[src/rtl/rv32i_pkg.sv]
// Shared RV32I constants and the fetch-buffer entry type.
package rv32i_pkg;

    localparam int unsigned      XLEN             = 32;
    localparam logic [XLEN-1:0] NOP_INSN         = 32'h0000_0013;
    localparam logic [XLEN-1:0] RESET_PC_DEFAULT = 32'h0000_0000;

    typedef struct packed {
        logic [XLEN-1:0] pc;
        logic [XLEN-1:0] instr;
    } fetch_entry_t;

endpackage

[src/rtl/fetch_fifo.sv]
// Synchronous fetch buffer; clear has priority over push/pop.
module fetch_fifo #(
    parameter int unsigned DEPTH = 4,
    parameter int unsigned WIDTH = 64
) (
    input  logic                     clk_i,
    input  logic                     rst_ni,
    input  logic                     clear_i,
    input  logic                     push_i,
    input  logic [WIDTH-1:0]         push_data_i,
    input  logic                     pop_i,
    output logic [WIDTH-1:0]         pop_data_o,
    output logic                     full_o,
    output logic                     empty_o,
    output logic [$clog2(DEPTH):0]   count_o
);

    localparam int unsigned AW = $clog2(DEPTH);

    logic [WIDTH-1:0] r_mem [DEPTH];
    logic [AW-1:0]    r_wptr;
    logic [AW-1:0]    r_rptr;
    logic [AW:0]      r_count;
    logic             w_push;
    logic             w_pop;

    assign w_push     = push_i & ~clear_i;
    assign w_pop      = pop_i & ~clear_i & ~empty_o;
    assign full_o     = (r_count == (AW+1)'(DEPTH));
    assign empty_o    = (r_count == '0);
    assign count_o    = r_count;
    assign pop_data_o = r_mem[r_rptr];

    always_ff @(posedge clk_i or negedge rst_ni) begin
        if (!rst_ni) begin
            r_wptr  <= '0;
            r_rptr  <= '0;
            r_count <= '0;
        end else if (clear_i) begin
            r_wptr  <= '0;
            r_rptr  <= '0;
            r_count <= '0;
        end else begin
            if (w_push) r_wptr <= r_wptr + AW'(1);
            if (w_pop)  r_rptr <= r_rptr + AW'(1);
            unique case ({w_push, w_pop})
                2'b10:   r_count <= r_count + (AW+1)'(1);
                2'b01:   r_count <= r_count - (AW+1)'(1);
                default: r_count <= r_count;
            endcase
        end
    end

    always_ff @(posedge clk_i) begin
        if (w_push) r_mem[r_wptr] <= push_data_i;
    end

endmodule

[src/rtl/if_stage.sv]
// RV32I instruction-fetch stage: credit-limited in-order fetch, response
// buffering, redirect flush with drop counting, and the IF/ID register.
module if_stage
    import rv32i_pkg::*;
#(
    parameter logic [XLEN-1:0] RESET_PC   = RESET_PC_DEFAULT,
    parameter int unsigned     FIFO_DEPTH = 4
) (
    input  logic             clk_i,
    input  logic             rst_ni,
    input  logic             stall_i,
    input  logic             redirect_i,
    input  logic [XLEN-1:0]  redirect_pc_i,
    output logic             imem_req_o,
    output logic [XLEN-1:0]  imem_addr_o,
    input  logic             imem_gnt_i,
    input  logic             imem_rvalid_i,
    input  logic [XLEN-1:0]  imem_rdata_i,
    output logic [XLEN-1:0]  instruction_o,
    output logic [XLEN-1:0]  pc_address_o,
    output logic             if_valid_o
);

    localparam int unsigned  CW      = $clog2(FIFO_DEPTH) + 1;
    localparam logic [CW:0]  DEPTH_L = (CW+1)'(FIFO_DEPTH);

    logic [XLEN-1:0] r_fetch_pc;
    logic [XLEN-1:0] r_resp_pc;
    logic [CW-1:0]   r_outstanding;
    logic [CW-1:0]   r_drop_cnt;
    logic [XLEN-1:0] r_instr;
    logic [XLEN-1:0] r_pc;
    logic            r_valid;

    logic [CW-1:0]   w_fifo_count;
    logic [CW-1:0]   w_outstanding_nxt;
    logic [CW:0]     w_inflight;
    logic [XLEN-1:0] w_target;
    logic            w_grant;
    logic            w_push;
    logic            w_pop;
    logic            w_fifo_full;
    logic            w_fifo_empty;
    fetch_entry_t    w_push_entry;
    fetch_entry_t    w_head;

    // Credits cover both buffered and in-flight words, so the FIFO cannot overflow.
    assign w_inflight  = {1'b0, r_outstanding} + {1'b0, w_fifo_count};
    assign imem_req_o  = rst_ni & (w_inflight < DEPTH_L) & ~redirect_i;
    assign imem_addr_o = r_fetch_pc;
    assign w_grant     = imem_req_o & imem_gnt_i;
    assign w_target    = redirect_pc_i & ~XLEN'(3);

    assign w_push       = imem_rvalid_i & ~redirect_i & (r_drop_cnt == '0);
    assign w_pop        = ~redirect_i & ~stall_i & ~w_fifo_empty;
    assign w_push_entry = '{pc: r_resp_pc, instr: imem_rdata_i};

    always_comb begin
        w_outstanding_nxt = r_outstanding;
        unique case ({w_grant, imem_rvalid_i})
            2'b10:   w_outstanding_nxt = r_outstanding + CW'(1);
            2'b01:   w_outstanding_nxt = r_outstanding - CW'(1);
            default: w_outstanding_nxt = r_outstanding;
        endcase
    end

    always_ff @(posedge clk_i or negedge rst_ni) begin
        if (!rst_ni) begin
            r_fetch_pc    <= RESET_PC;
            r_resp_pc     <= RESET_PC;
            r_outstanding <= '0;
            r_drop_cnt    <= '0;
        end else begin
            r_outstanding <= w_outstanding_nxt;
            if (redirect_i) begin
                // Everything still in flight after this edge belongs to the old path.
                r_fetch_pc <= w_target;
                r_resp_pc  <= w_target;
                r_drop_cnt <= w_outstanding_nxt;
            end else begin
                if (w_grant) r_fetch_pc <= r_fetch_pc + XLEN'(4);
                if (imem_rvalid_i) begin
                    if (r_drop_cnt != '0) r_drop_cnt <= r_drop_cnt - CW'(1);
                    else                  r_resp_pc  <= r_resp_pc + XLEN'(4);
                end
            end
        end
    end

    always_ff @(posedge clk_i or negedge rst_ni) begin
        if (!rst_ni) begin
            r_valid <= 1'b0;
            r_instr <= NOP_INSN;
            r_pc    <= '0;
        end else if (redirect_i) begin
            r_valid <= 1'b0;
            r_instr <= NOP_INSN;
            r_pc    <= '0;
        end else if (!stall_i) begin
            if (!w_fifo_empty) begin
                r_valid <= 1'b1;
                r_instr <= w_head.instr;
                r_pc    <= w_head.pc;
            end else begin
                r_valid <= 1'b0;
                r_instr <= NOP_INSN;
            end
        end
    end

    fetch_fifo #(
        .DEPTH (FIFO_DEPTH),
        .WIDTH (2*XLEN)
    ) u_fetch_fifo (
        .clk_i       (clk_i),
        .rst_ni      (rst_ni),
        .clear_i     (redirect_i),
        .push_i      (w_push),
        .push_data_i (w_push_entry),
        .pop_i       (w_pop),
        .pop_data_o  (w_head),
        .full_o      (w_fifo_full),
        .empty_o     (w_fifo_empty),
        .count_o     (w_fifo_count)
    );

    assign instruction_o = r_instr;
    assign pc_address_o  = r_pc;
    assign if_valid_o    = r_valid;

    a_no_overflow: assert property (@(posedge clk_i) disable iff (!rst_ni)
        !(w_push && w_fifo_full));

endmodule

[config.mk]
export PLATFORM = sky130hd
export DESIGN_NAME = if_stage
export DESIGN_NICKNAME = d
export VERILOG_FILES = /design/src/rtl/rv32i_pkg.sv /design/src/rtl/fetch_fifo.sv /design/src/rtl/if_stage.sv
export SDC_FILE = /design/constraint.sdc
export NUM_CORES = 1
export LEC_CHECK = 0
export ABC_CLOCK_PERIOD_IN_PS = 4300
export CAP_MARGIN = 5
export CORE_AREA = 2 2 203 145
export DETAILED_ROUTE_END_ITERATION = 16
export DIE_AREA = 0 0 205 147
export GPL_ROUTABILITY_DRIVEN = 0
export PLACE_DENSITY = 0.8
export SLEW_MARGIN = 20
export SYNTH_ARGS = -nofsm -noshare
export SYNTH_HDL_FRONTEND = slang
export SYNTH_SLANG_ARGS = --single-unit
[constraint.sdc]
create_clock -name clk_i -period 4.3 [get_ports clk_i]
set_input_delay 1.075 -clock clk_i [delete_from_list [all_inputs] [get_ports clk_i]]
set_output_delay 1.075 -clock clk_i [all_outputs]
set_load 0.01 [all_outputs]
==> reports/metrics.cfg <==
[outcome]
status = finished, final reports clean

[synth]
syn_area_per_cell_um2 = 15.4
netlist_area_mm2 = 0.0156
synth_ff_type = edfxtp_1
synth-seq-cells = 385
synth_cell_types = 60
seq_area_frac_synth_pct = 69.6
synth_edf_count = 248
async_reset_ff_share_pct = 35.6
ys.warnings.count = 0
syn-instance-count = 1017

[setup_path]
regToRegSetupSlack_ps = 1550
critical_path.startpoint_type = register
critical_path.slowest_cell = clkdlybuf4s50_1
cp_slowest_stage_delay_ps = 530
crit_buf_inv = 1
crit_arrival_ps = 2200
critPathCaptureType = output port
critical_path_peak_fanout = 3
cp_top_family = buffers and inverters
r2r-end = r_drop_cnt[2]
rr_startpoint = u_fetch_fifo.count_o[1]
worstPathCellList = ha_1 -> nor4b_2 -> and3_1 -> clkdlybuf4s50_1
criticalPathCategory = reg -> out
required_ps = 3220
reg2reg_depth = 12

[floorplanning]
io_pins = 168
rows = 52
die_area_mm2 = 0.0301
start_util_pct = 55.1
fp.dieW_um = 205
dieHeight_um = 147
coreArea_mm2 = 0.0284

[final_layout]
syn2layout_area_growth_pct = 21.3
antennaDiodeCount = 0
final_core_util_pct = 66.8
nets = 1270
fill_cells = 1953
drive_gt1_share_pct = 14.5

[flow_run]
cap_violations = 0

[timing]
fin_skew_ps = 18.1
rsz0062_at_grt = false
fin_crit_sh_pct = 76.1
setup_slack_ps = 1030
tns_ps = 0
setup_viol = 0
drv_slew = 0
clock.fmax_ghz = 0.306
final_hold_viol_count = 0
relSlewSlack_pct = 43.8
worst_pin_slew_ps = 842
period_minus_slack_ps = 3270

[pwr]
power_mw = 9.96
total_leakage_power_nw = 6.73
vdd_drop_max_uv = 287
powerDensity_mw_per_mm2 = 526

[placement]
dp_hpwl_mm = 22.2
port_buffers = 163
place_ws_ps = 928

[global_route]
grt_overflow_total = 0
antenna_found_initial = 0
grt.busiest_layer = met1
met1_usage_pct = 36.7
grt_max_degree = 138
grt_pass1_wl_mm = 54.4
grtUsageMet3_pct = 4.88
grt_pass1_vias = 9489
track_usage_pct = 23.8
grt_use_met2_pct = 35.4

[cts]
postCtsSetupRepairBufs = 0
ctsRootBufferMaster = clkbuf_16
cts_inserted_buffers = 36
h-tree-depth = 2
insertion_delay_ps = 520
cts_tree = done
cts_buffer_depth = 3
clkSlewWorstSetupHoldPaths_ps = 60
hold_buffers = 0
cts_resized = 0
clkSinkCount = 385

[detailed_routing]
drc = 0
via_count = 9478
wirelength_mm = 35.0
ant_nets = 0
vias_per_cell = 5.96
dr.pass1.iters = 5
wl_per_cell_um = 22.0
drt_iter0_markers = 906

[min_path]
min_path_type = reg -> reg
hold_end = if_valid_o
hold_path_depth = 2
holdCritStartpoint = if_valid_o

-- power by group --
part           leakage (nW)  switching [mW]  internal (mW)
Combinational          2.16           0.976           1.08
Clock                 0.578            1.34           1.85
Sequential             3.99           0.413           4.30
Total                  6.73            2.72           7.24
-- routing by layer --
metal | vias up | share of wire [%]
met5 | - | 0
met4 | 0 | 1.6
met3 | 47 | 8.7
met2 | 446 | 45
met1 | 4778 | 44
li1 | 4207 | -
-- area by class of cell --
class                      instances  area, µm²  area share (%)
sequential                       385      10900            57.4
multi-input combinational        553       4420            23.3
timing repair buffer             186       1890            9.98
clock buffer                      43        968            5.11
tap                              378        473            2.50
clock inverter                    21        213            1.12
inverter                          25       96.3           0.508
-- state kept, by name (all words and copies together) (netlist names) --
| register | count |
|---|---|
| instruction_o | 32 |
| if_valid_o | 1 |
| u_fetch_fifo.r_rptr | 2 |
| r_resp_pc | 30 |
| imem_addr_o | 30 |
| r_drop_cnt | 3 |
| u_fetch_fifo.r_wptr | 2 |
| u_fetch_fifo.r_mem | 248 |
| r_outstanding | 3 |
| u_fetch_fifo.count_o | 3 |
| pc_address_o | 31 |
-- cells in the mapped netlist, types with 20 or more instances --
cell,count,area (µm²)
a21oi_1,39,195
a22o_1,29,254
clkbuf_1,33,124
dfrtp_1,134,3350
edfxtp_1,248,7450
inv_1,24,90.1
mux4_2,62,1400
nand2_1,126,473
nand3_1,38,190
nand4_1,21,131
nor2_1,27,101
o21ai_0,38,190
xnor2_1,20,175
xor2_1,22,193
-- worst register-to-register path, delay by kind of cell, from the launching register on --
family | cells | cell delay (ps)
adder cells (fa/ha/maj) | 3 | 940
AND/OR/NAND/NOR | 4 | 530
XOR/XNOR | 2 | 360
flip-flops | 1 | 450
buffers and inverters | 2 | 320
AO/OA/AOI/OAI | 1 | 80
-- cell families after synthesis --
| family | synth area share (%) |
|---|---|
| xor gates and xnor gates | 2.35 |
| adders and majority gates | 1.14 |
| and+or+nand+nor | 8.69 |
| AOI/OAI and AO/OA | 6.23 |
| other | 0.0240 |
| DFF | 69.6 |
| muxes | 9.78 |
| buffers and inverters | 2.17 |
-- layout by cell type (no fill, tap or decap), drive strengths merged, types with 3 or more instances in the layout --
master / count
a21oi: 39
a22o: 29
a31oi: 5
and2: 7
and3: 15
and4: 4
buf: 25
bufinv: 4
clkbuf: 43
clkdlybuf4s50: 161
clkinv: 14
clkinvlp: 3
dfrtp: 134
dfstp: 3
edfxtp: 248
ha: 11
inv: 25
mux2: 9
mux2i: 3
mux4: 62
nand2: 126
nand3: 39
nand4: 21
nor2: 27
nor3: 10
nor4: 6
o211ai: 9
o21ai: 38
o22a: 3
o311ai: 5
o31a: 3
or4: 12
xnor2: 20
xor2: 22
-- metrics by stage --
step / cells / instance area, µm² / hold slack (ps)
after floorplan: 1018 / 15600 / 464
after global placement: 1527 / 17800 / 464
after detailed placement: 1527 / 17800 / 464
after CTS: 1591 / 18900 / 501
after global routing: 1591 / 18900 / 517
final: 1591 / 18900 / 492
-- worst max-delay path by stage --
stage,start,endpoint,slack [ps],cells past startpoint
floorplan,imem_rvalid_i,u_fetch_fifo.r_mem[0][0],630,4
global placement,imem_rvalid_i,u_fetch_fifo.r_mem[1][3],940,5
detailed placement,imem_rvalid_i,u_fetch_fifo.r_mem[1][3],930,5
CTS,u_fetch_fifo.count_o[2],imem_req_o,1010,4
global route,u_fetch_fifo.count_o[1],imem_req_o,910,4
finish,u_fetch_fifo.count_o[2],imem_req_o,1030,4
(Power assumes the default switching activity.)
